### config.mk
export PLATFORM = sky130hd
export DESIGN_NAME = alu_serial_ctrl
export DESIGN_NICKNAME = d
export VERILOG_FILES = /design/src/rtl/alu_serial_ctrl.sv
export SDC_FILE = /design/constraint.sdc
export NUM_CORES = 1
export LEC_CHECK = 0
export CORE_MARGIN = 5
export CORE_UTILIZATION = 54
export DETAILED_ROUTE_END_ITERATION = 10
export HOLD_SLACK_MARGIN = 0.12
export PLACE_DENSITY = 0.84
export REMOVE_ABC_BUFFERS = 1
export SKIP_CTS_REPAIR_TIMING = 1
export SLEW_MARGIN = 20
export SYNTH_ARGS = -nofsm -noshare
export SYNTH_HDL_FRONTEND = slang
export SYNTH_SLANG_ARGS = --single-unit
### constraint.sdc
create_clock -name clk -period 4.26 [get_ports clk]
set_clock_uncertainty 0.1 [all_clocks]
set_input_delay 0.639 -clock clk [delete_from_list [all_inputs] [get_ports clk]]
set_output_delay 0.639 -clock clk [all_outputs]
set_load 0.01 [all_outputs]
### src/rtl/alu_serial_ctrl.sv
// Bit-serial word ALU sequencer: drives an external 1-bit ALU slice LSB-first,
// rippling the slice carry between bits, and assembles the word result and flags.
module alu_serial_ctrl #(
  parameter int unsigned WIDTH = 8
) (
  input  logic             clk,
  input  logic             rst_n,
  input  logic             start,
  input  logic [2:0]       op_in,
  input  logic             bneg_in,
  input  logic [WIDTH-1:0] a_in,
  input  logic [WIDTH-1:0] b_in,
  output logic             busy,
  output logic             done,
  output logic [WIDTH-1:0] result_out,
  output logic             carry_out,
  output logic             overflow_out,
  output logic             zero_out,
  output logic             err_out,
  output logic             alu_a,
  output logic             alu_b,
  output logic             alu_cin,
  output logic             alu_bnegate,
  output logic [2:0]       alu_op,
  input  logic             alu_result,
  input  logic             alu_cout
);

  localparam int unsigned CntW = $clog2(WIDTH);

  typedef enum logic [1:0] {StIdle, StRun, StDone} state_e;

  state_e           state_q, state_d;
  logic [WIDTH-1:0] a_sh_q, b_sh_q, res_sh_q, result_q;
  logic [2:0]       op_q;
  logic             bneg_q, carry_q;
  logic [CntW-1:0]  cnt_q;
  logic             carry_out_q, ovf_q, zero_q, err_q;

  logic             op_legal, last_bit, is_arith, start_sub;
  logic [WIDTH-1:0] res_next;

  always_comb begin
    op_legal = 1'b0;
    case (op_in)
      3'b000, 3'b010, 3'b011, 3'b100: op_legal = 1'b1;
      default:                        op_legal = 1'b0;
    endcase
    start_sub = bneg_in & (op_in == 3'b100);
    last_bit  = (cnt_q == CntW'(WIDTH - 1));
    is_arith  = (op_q == 3'b100);
    res_next  = {alu_result, res_sh_q[WIDTH-1:1]};
  end

  always_ff @(posedge clk or negedge rst_n) begin
    if (!rst_n) state_q <= StIdle;
    else        state_q <= state_d;
  end

  always_comb begin
    state_d     = state_q;
    busy        = 1'b0;
    done        = 1'b0;
    alu_a       = 1'b0;
    alu_b       = 1'b0;
    alu_cin     = 1'b0;
    alu_bnegate = 1'b0;
    alu_op      = op_q;
    unique case (state_q)
      StIdle: begin
        if (start) state_d = op_legal ? StRun : StDone;
      end
      StRun: begin
        busy        = 1'b1;
        alu_a       = a_sh_q[0];
        alu_b       = b_sh_q[0];
        alu_cin     = carry_q;
        alu_bnegate = bneg_q;
        if (last_bit) state_d = StDone;
      end
      StDone: begin
        done    = 1'b1;
        state_d = StIdle;
      end
      default: state_d = StIdle;
    endcase
  end

  always_ff @(posedge clk or negedge rst_n) begin
    if (!rst_n) begin
      a_sh_q      <= '0;
      b_sh_q      <= '0;
      res_sh_q    <= '0;
      result_q    <= '0;
      op_q        <= '0;
      bneg_q      <= 1'b0;
      carry_q     <= 1'b0;
      cnt_q       <= '0;
      carry_out_q <= 1'b0;
      ovf_q       <= 1'b0;
      zero_q      <= 1'b0;
      err_q       <= 1'b0;
    end else if (state_q == StIdle && start) begin
      if (op_legal) begin
        a_sh_q  <= a_in;
        b_sh_q  <= b_in;
        op_q    <= op_in;
        bneg_q  <= start_sub;
        carry_q <= start_sub;  // SUB needs cin=1 on bit 0 for two's complement
        cnt_q   <= '0;
        err_q   <= 1'b0;
      end else begin
        err_q       <= 1'b1;
        result_q    <= '0;
        carry_out_q <= 1'b0;
        ovf_q       <= 1'b0;
        zero_q      <= 1'b0;
      end
    end else if (state_q == StRun) begin
      a_sh_q   <= a_sh_q >> 1;
      b_sh_q   <= b_sh_q >> 1;
      res_sh_q <= res_next;
      carry_q  <= is_arith & alu_cout;
      cnt_q    <= last_bit ? '0 : cnt_q + CntW'(1);
      if (last_bit) begin
        result_q    <= res_next;
        carry_out_q <= is_arith & alu_cout;
        // carry_q here is the carry into the MSB
        ovf_q       <= is_arith & (carry_q ^ alu_cout);
        zero_q      <= (res_next == '0);
      end
    end
  end

  assign result_out   = result_q;
  assign carry_out    = carry_out_q;
  assign overflow_out = ovf_q;
  assign zero_out     = zero_q;
  assign err_out      = err_q;

endmodule

Word level (Yosys, flattened, before mapping)

Index checks and enable logic that the tools add are counted.

Muxes and demuxes: 39
Equal/unequal tests: 11
Reduce and logical (&&, ||, !) cells: 12
Bitwise logic cells: 5
Add/sub/neg operators: 1

Operators with widths:

| operator                                                        | count |
|---|---|
| 8-bit 2-to-1 mux                                                | 10 |
| 1-bit 2-to-1 mux                                                | 21 |
| 3-bit 2-to-1 mux                                                | 4 |
| 3-bit == test, second input constant                            | 3 |
| 8-bit logical NOT                                               | 1 |
| 2-bit != test, second input constant                            | 4 |
| 2-bit AND reduction                                             | 4 |
| 3-bit by 2-bit == test with 1-bit output, second input constant | 2 |
| 2-bit 2-to-1 mux                                                | 3 |
| 2-bit one-hot mux with 2 select lines                           | 1 |
| 2-bit nonzero test                                              | 2 |
| 4-bit OR reduction                                              | 1 |
| 3-bit by 1-bit adder with 3-bit output, second input constant   | 1 |
| 1-bit bitwise AND                                               | 3 |
| 3-bit logical NOT                                               | 1 |
| 3-bit AND reduction                                             | 1 |
| 2-bit by 1-bit == test with 1-bit output, second input constant | 1 |
| 2-bit == test, second input constant                            | 1 |
| 2-bit logical NOT                                               | 1 |
| 1-bit logical AND                                               | 1 |
| 1-bit NOT                                                       | 1 |
| 1-bit bitwise XOR                                               | 1 |

Word-level logic and storage cells: 81
Input bits: 25
Register bits: 46
Output and inout bits: 21

Depth between registers and ports, before layout

Gate-level depths: netlist of the first run.

Word-level depth: 6
Mapped depth: 6
Depth with buffers taken out: 5

Worst setup path before layout of the first run

Ideal clock, no wire load.

Path type: input-to-reg
From: in op_in[1]
To: reg a_sh_q[3]
Cell stages on the path: 4
Required time: 4.035 ns
Path buffers: 1
Arrival: 1.779 ns
Library setup time: 0.125 ns
Slack: 2.257 ns
Cell sequence: mux2i_1 > a31o_2 > buf_6 > mux2_2

Longest elaborated chain between the ends: 5
Elaborated cells between the ends (all ways): 8
Those cells by class: 4 x eq/ne; 1 x mux; 3 x reduce/logical

Ends and longest elaborated chain:

| what                                        | RTL line | RTL |
|---|---|---|
| start: declaration                          | 9        | `input logic [2:0] op_in,` |
| 3-bit == test, or another cell as far along | 45       | `case (op_in)` |
| 4-bit OR reduction (*)                      | 45       |  |
| 1-bit 2-to-1 mux (*)                        | 45       |  |
| 2-bit != test (no line) (*)                 | n/a      |  |
| 2-bit AND reduction (no line) (*)           | n/a      |  |
| end signal: assignment                      | 105      | `a_sh_q <= a_in;` |
| end signal: assignment                      | 120      | `a_sh_q <= a_sh_q >> 1;` |
| end: declaration                            | 34       | `logic [WIDTH-1:0] a_sh_q, b_sh_q, res_sh_q, result_q;` |

Every way passes the cells marked *; elsewhere a longest branch is shown, timed or not.
A chain may end at the register's enable or synchronous reset.

Worst setup path in the final report of the first run

From: reg state_q[1]
To: out alu_bnegate

Longest elaborated chain between the ends: 2

Ends and longest elaborated chain:

| what                                     | RTL line | RTL |
|---|---|---|
| start: declaration                       | 33       | `state_e state_q, state_d;` |
| start signal: assignment                 | 56       | `if (!rst_n) state_q <= StIdle;` |
| start signal: assignment                 | 57       | `else state_q <= state_d;` |
| 2-bit by 1-bit == test with 1-bit output | 69       | `unique case (state_q)` |
| 1-bit 2-to-1 mux                         | 69       |  |
| end: declaration                         | 23       | `output logic alu_bnegate,` |

No other way between the ends.

==> results of run 1 <==
==> layer usage <==
layer / wire [um] / up-vias
li1: - / 709
met4: 42 / 0
met2: 2090 / 33
met3: 212 / 4
met5: 0 / -
met1: 1890 / 710
==> registers in the layout, indices dropped and copies added (netlist names) <==
name	cells
a_sh_q	8
b_sh_q	8
result_out	8
res_sh_q	7
alu_op	3
cnt_q	3
state_q	2
bneg_q	1
carry_out	1
carry_q	1
err_out	1
overflow_out	1
zero_out	1
==> final cells by class <==
class | instances | share of cell area, %
Sequential cell | 45 | 41.7
Multi-Input combinational cell | 119 | 35.6
Timing Repair Buffer | 45 | 16.6
Clock buffer | 6 | 2.69
Tap cell | 50 | 2.32
Inverter | 5 | 0.695
Clock inverter | 2 | 0.371
==> logic make-up after synthesis <==
kind of cell / after synthesis / synth area share, %
buf+inv: 12 / 3.13
compound gates: 23 / 7.95
simple gates: 58 / 12.9
flops: 45 / 52.2
xor+xnor: 1 / 0.406
mux: 35 / 22.2
fa+ha+maj: 2 / 1.16
==> worst paths after layout <==
check / start / end / slack, ps / cells after the start
max: state_q[1] / alu_bnegate / 1370 / 4
min: rst_n / res_sh_q[4] / 230 / 1
max reg2reg: state_q[1] / a_sh_q[6] / 2020 / 4
min reg2reg: bneg_q / bneg_q / 400 / 1
max in group asynchronous: rst_n / a_sh_q[4] / 3440 / 1
min in group clk: bneg_q / bneg_q / 400 / 1
==> worst max-delay path: stages, from the launching register on <==
cell and delay, ps:
dfrtp_1 440, nand2b_1 370, inv_2 330, and2_1 190
clkdlybuf4s50_1 530
==> synth_stat cells <==
cell type / count / area (um^2)
dfrtp_1: 45 / 1130
nand2_1: 36 / 135
mux2_4: 24 / 360
o2bb2ai_1: 8 / 70.1
mux2_2: 7 / 78.8
and2_1: 5 / 31.3
clkbuf_1: 4 / 15.0
inv_1: 4 / 15.0
mux2i_1: 4 / 40.0
o21ai_0: 4 / 20.0
a22o_1: 3 / 26.3
buf_6: 3 / 33.8
nor2_1: 3 / 11.3
ha_1: 2 / 25.0
nand3_1: 2 / 10.0
nor3_1: 2 / 10.0
nor4_1: 2 / 12.5
nor4bb_1: 2 / 20.0
o22ai_1: 2 / 12.5
a211oi_1: 1 / 7.51
a21o_1: 1 / 7.51
a21oi_1: 1 / 5.00
a31o_2: 1 / 8.76
a31oi_1: 1 / 6.26
inv_2: 1 / 3.75
nand2b_1: 1 / 6.26
nand3b_1: 1 / 7.51
nor2_2: 1 / 6.26
nor3b_1: 1 / 7.51
nor4b_1: 1 / 8.76
o21a_1: 1 / 7.51
or3b_4: 1 / 11.3
xor2_1: 1 / 8.76
==> stage by stage <==
step / cell area (um^2) / setup slack [ps] / util [%]
final: 2700 / 1370 / 68.5
after global routing: 2700 / 1220 / 68.5
after CTS: 2700 / 1340 / 68.4
after detailed placement: 2620 / 1470 / 66.3
after global placement: 2620 / 1540 / 66.3
after floorplan: 2110 / 2240 / -
==> power by group through the flow <==
| stage | Clock [uW] | Combinational [uW] | Sequential (uW) |
|---|---|---|---|
| 4_1_cts | 254 | 735 | 693 |
| 2_1_floorplan | 0 | 495 | 688 |
| 3_3_place_gp | 0 | 708 | 694 |
| 5_1_grt | 275 | 793 | 714 |
| 3_5_place_dp | 0 | 731 | 701 |
| 6_report | 248 | 726 | 695 |
==> layout by cell type, fill, tap and decap left out, drive strengths merged <==
cell | Yosys | routed
dfrtp | 45 | 45
nor4b | 1 | 1
nor3 | 2 | 2
clkinv | 0 | 2
inv | 5 | 5
nor2 | 4 | 4
o22ai | 2 | 2
nand3b | 1 | 1
o2bb2ai | 8 | 8
and2 | 5 | 5
buf | 3 | 1
nand2 | 36 | 36
nor4 | 2 | 2
a31oi | 1 | 1
ha | 2 | 2
a21oi | 1 | 1
mux2i | 4 | 4
clkdlybuf4s50 | 0 | 44
nand2b | 1 | 1
a22o | 3 | 3
xor2 | 1 | 1
nand3 | 2 | 2
a31o | 1 | 1
a211oi | 1 | 1
o21a | 1 | 1
mux2 | 31 | 31
clkbuf | 4 | 6
a21o | 1 | 1
nor4bb | 2 | 2
o21ai | 4 | 4
or3b | 1 | 1
nor3b | 1 | 1
==> metrics.yaml, run 1 <==
synth_seq_cells: 45
maxCapViolations: 0
cp.required_ps: 3520
vias: 1456
detail_route.wl_per_cell_um: 15.6
period_share_pct: 67.9
globalRouteMet1Util_pct: 23.9
drt_pass1_iterations: 4
synth_area_per_cell_um2: 12.2
critPathMaxFanout: 17
dpl.cell_count: 264
hp-class: "input port to async pin"
crit_type: "flop to output port"
grt_pass1_vias: 1432
max_freq_mhz: 346
drc: 0
drtIter0Drc: 77
n_fill_cell: 284
grt_usage_pct: 17.1
numClockSinks: 45
grt_max_degree: 46
die_h_um: 73.2
synthesis.instances: 176
drive_gt1_share_pct: 19.4
slew-limit-headroom_pct: 62.9
portBuffers: 45
slew_violations: 0
std_cell_rows: 23
multiInputGateArea_um2: 962
layout.nets: 248
design.core.area_um2: 3940
grt_first_pass_wirelength_mm: 6.98
clockBufferDepth: 2
end_kind: "output port"
p_total_uw: 1670
combPwrFrac_pct: 43.5
powerDensity_nw_per_um2: 618
swShare_pct: 32.3
p_sw_uw: 538
h-tree-depth: 2
synth.yosys.seq_area_share_pct: 52.2
areaGrowthSynthToFinish_pct: 25.2
place_congestion: 0.731
yosysWarnings: 0
wl_mm: 4.24
insertedDiodeCount: 0
tritoncts: "done"
hold_slack_ps: 226
die_w_um: 73.2
viasPerCell: 5.35
clock_latency_ps: 290
met3_usage_pct: 2.75
die_area_um2: 5360
power_frac_clock_pct: 14.8
clkTransAtPathRegs_ps: 80
grt-ovfl-total: 0
busiest_layer: "met2"
antenna_left: 0
grtUsageMet2_pct: 26.6
status: "finished, final reports clean"
fin_tns_setup_ps: 0
start_util_pct: 54.7
p_seq_share_pct: 41.6
synth.distinct_cells: 33
grt_setup_unrepaired: "no"
register_area_um2: 1130
period_minus_slack_ps: 2890
antenna_found_initial: 0
dp_hpwl_mm: 2.99
root_buffer: "clkbuf_8"
worst_pin_slew_ps: 557
finalHoldViolCount: 0
finalSetupViolations: 0
io_pins: 46
fin_cells: 272
intPower_uw: 1130
critPathLaunchType: "flop"
synth.cell_area_um2: 2160
numCtsBuffers: 5
peakVddDrop_mv: 0.403
p_leak_uw: 0.00127
critical_path_arrival_ps: 2150
Note: power is estimated with default switching activity, not from simulation.
==> run 2, diff against run 1 <==
CORE_UTILIZATION = 45   (was 54)
PLACE_DENSITY = 0.75   (was 0.84)
clock period = 2.65 ns   (was 4.26 ns; I/O delays follow)
==> run 2 against run 1 <==
Compared with the run above:
- non-clock buffer count increased by 5
- clock-buffer cell count down 1
- utilization is 9.3 points lower
- worst hold slack improved by 180 ps
- final cell count grew 3.3%
- combinational power rose by 63%
- via count about the same
- critical path depth unchanged
- largest power group unchanged
- worst setup slack lost 1100 ps
- highest routed layer unchanged
==> metrics.yaml, run 2 (synthesized netlist as in run 1, its figures left out) <==
grt_pass1_vias: 1404  # -2.0%
finalHoldViolCount: 0  # unchanged
die_area_um2: 6280  # +17%
insertedDiodeCount: 0  # unchanged
met2_length_mm: 1.84  # -12%
numClockSinks: 45  # unchanged
slowest_delay_ps: 550  # +20 ps
period_share_pct: 89.5
grt_usage_pct: 14.6  # -2.5 points
tritoncts: "done"
place_ws_ps: 286  # -1180 ps
period_minus_slack_ps: 2370
detail_route.wl_per_cell_um: 15.0  # -3.5%
r2r_cells: 5  # +1
die_w_um: 79.2  # +8.2%
peakVddDrop_mv: 0.603  # +50%
areaGrowthSynthToFinish_pct: 28.7
wl_mm: 4.22  # -0.35%
r2r-start: "cnt_q[0]"
clock_latency_ps: 300  # about the same
place_congestion: 0.723  # -0.99%
std_cell_rows: 25  # +8.7%
critical_path_arrival_ps: 1870  # -280 ps
rrSetupSlack_ps: 780  # -1240 ps
critPathLaunchType: "flop"
drtIter0Drc: 73  # -5.2%
routed.top_layer: "met4"
min_path_cells: 1
end_kind: "output port"
slew_violations: 0  # unchanged
finalSetupViolations: 0  # unchanged
layout.nets: 253  # +2.0%
start_util_pct: 45.9  # -8.7 points
drive_gt1_share_pct: 21.1  # +1.8 points
grt_max_degree: 25  # -46%
grt_first_pass_wirelength_mm: 7.04  # +0.89%
viasPerCell: 5.19  # -3.1%
clkTransAtPathRegs_ps: 80  # about the same
grt_setup_unrepaired: "no"
portBuffers: 45  # unchanged
vias: 1457  # +0.069%
antenna_found_initial: 0  # unchanged
slew-limit-headroom_pct: 61.3  # -1.5 points
die_h_um: 79.2  # +8.2%
wl_met3_um: 195  # -8.0%
antenna_left: 0  # unchanged
crit_type: "flop to output port"
grt-ovfl-total: 0  # unchanged
hold_slack_ps: 411  # +185 ps
min_to: "cnt_q[1]"
hp-start: "cnt_q[1]"
n_fill_cell: 394  # +39%
final_cell_mix: "dfrtp_1, clkdlybuf4s50_1, nand2_1, mux2_4, o2bb2ai_1"
r2r-end: "zero_out"
hp-class: "flop to flop"
wl_met1_mm: 2.08  # +9.9%
drc: 0  # unchanged
p_leak_uw: 0.00130  # +2.5%
status: "finished, final reports clean"
powerDensity_nw_per_um2: 1010  # +64%
fin_tns_setup_ps: 0  # unchanged
maxCapViolations: 0  # unchanged
worst_pin_slew_ps: 580  # +23.0 ps
io_pins: 46  # unchanged
crit_slowest_cell: "clkdlybuf4s50_1"
design.core.area_um2: 4690  # +19%
critPathMaxFanout: 17  # unchanged
h-tree-depth: 2  # unchanged
drt_pass1_iterations: 4  # unchanged
root_buffer: "clkbuf_8"
numCtsBuffers: 5  # unchanged
dp_hpwl_mm: 3.02  # +0.94%
mostFrequentLayoutCell: "dfrtp_1"
cp.required_ps: 2150  # -1370 ps
fin_ws_ps: 278  # -1090 ps
critical_path.cell_chain: "nand2b_1 > inv_2 > and2_1 > clkdlybuf4s50_1"
clockBufferDepth: 2  # unchanged
max_freq_mhz: 422
[run 2: layout make-up]
| cell class | instances | area, um^2 | share of cell area, % |
|---|---|---|---|
| clock buffers | 5 | 68.8 | 2.48 |
| clock inverters | 3 | 46.3 | 1.67 |
| inverters | 5 | 18.8 | 0.676 |
| multi-input cells | 119 | 962 | 34.7 |
| flip-flops and latches | 45 | 1130 | 40.6 |
| well taps | 54 | 67.6 | 2.43 |
| repair buffers | 50 | 485 | 17.5 |
[run 2: worst max-delay path: cells and delay by family, from the launching register on]
| kind | cells | cell delay [ps] |
|---|---|---|
| AND/OR/NAND/NOR | 2 | 360 |
| buffers and inverters | 2 | 790 |
| flip-flops | 1 | 430 |
[run 2: stage by stage]
stage,cell area [um^2],std cells,utilization (%),total power [uW]
final,2780,281,59.1,2810
after global routing,2780,281,59.1,3000
after CTS,2770,280,58.9,2850
after detailed placement,2650,272,56.5,2320
after global placement,2650,272,56.5,2280
after floorplan,2110,169,-,1900
[run 2: per-layer routing]
metal,vias up,global-route usage (%)
li1,715,-
met1,697,20.9
met2,36,20.4
met3,9,3.74
met4,0,7.04
met5,-,0
[run 2: worst max-delay path by stage]
stage / slack (ps) / cells past startpoint / startpoint / to
2_1_floorplan: 740 / 4 / state_q[1] / a_sh_q[3]
3_3_place_gp: 330 / 4 / start / overflow_out
3_5_place_dp: 290 / 4 / start / overflow_out
4_1_cts: 260 / 4 / state_q[1] / alu_bnegate
5_1_grt: 170 / 4 / state_q[1] / alu_bnegate
6_report: 280 / 4 / state_q[1] / alu_bnegate
[run 2: power breakdown]
part	leakage, uW	internal, uW	switching, uW	total (uW)
Sequential	0.000578	938	174	1110
Combinational	0.000669	718	462	1180
Clock	0.0000543	282	238	521
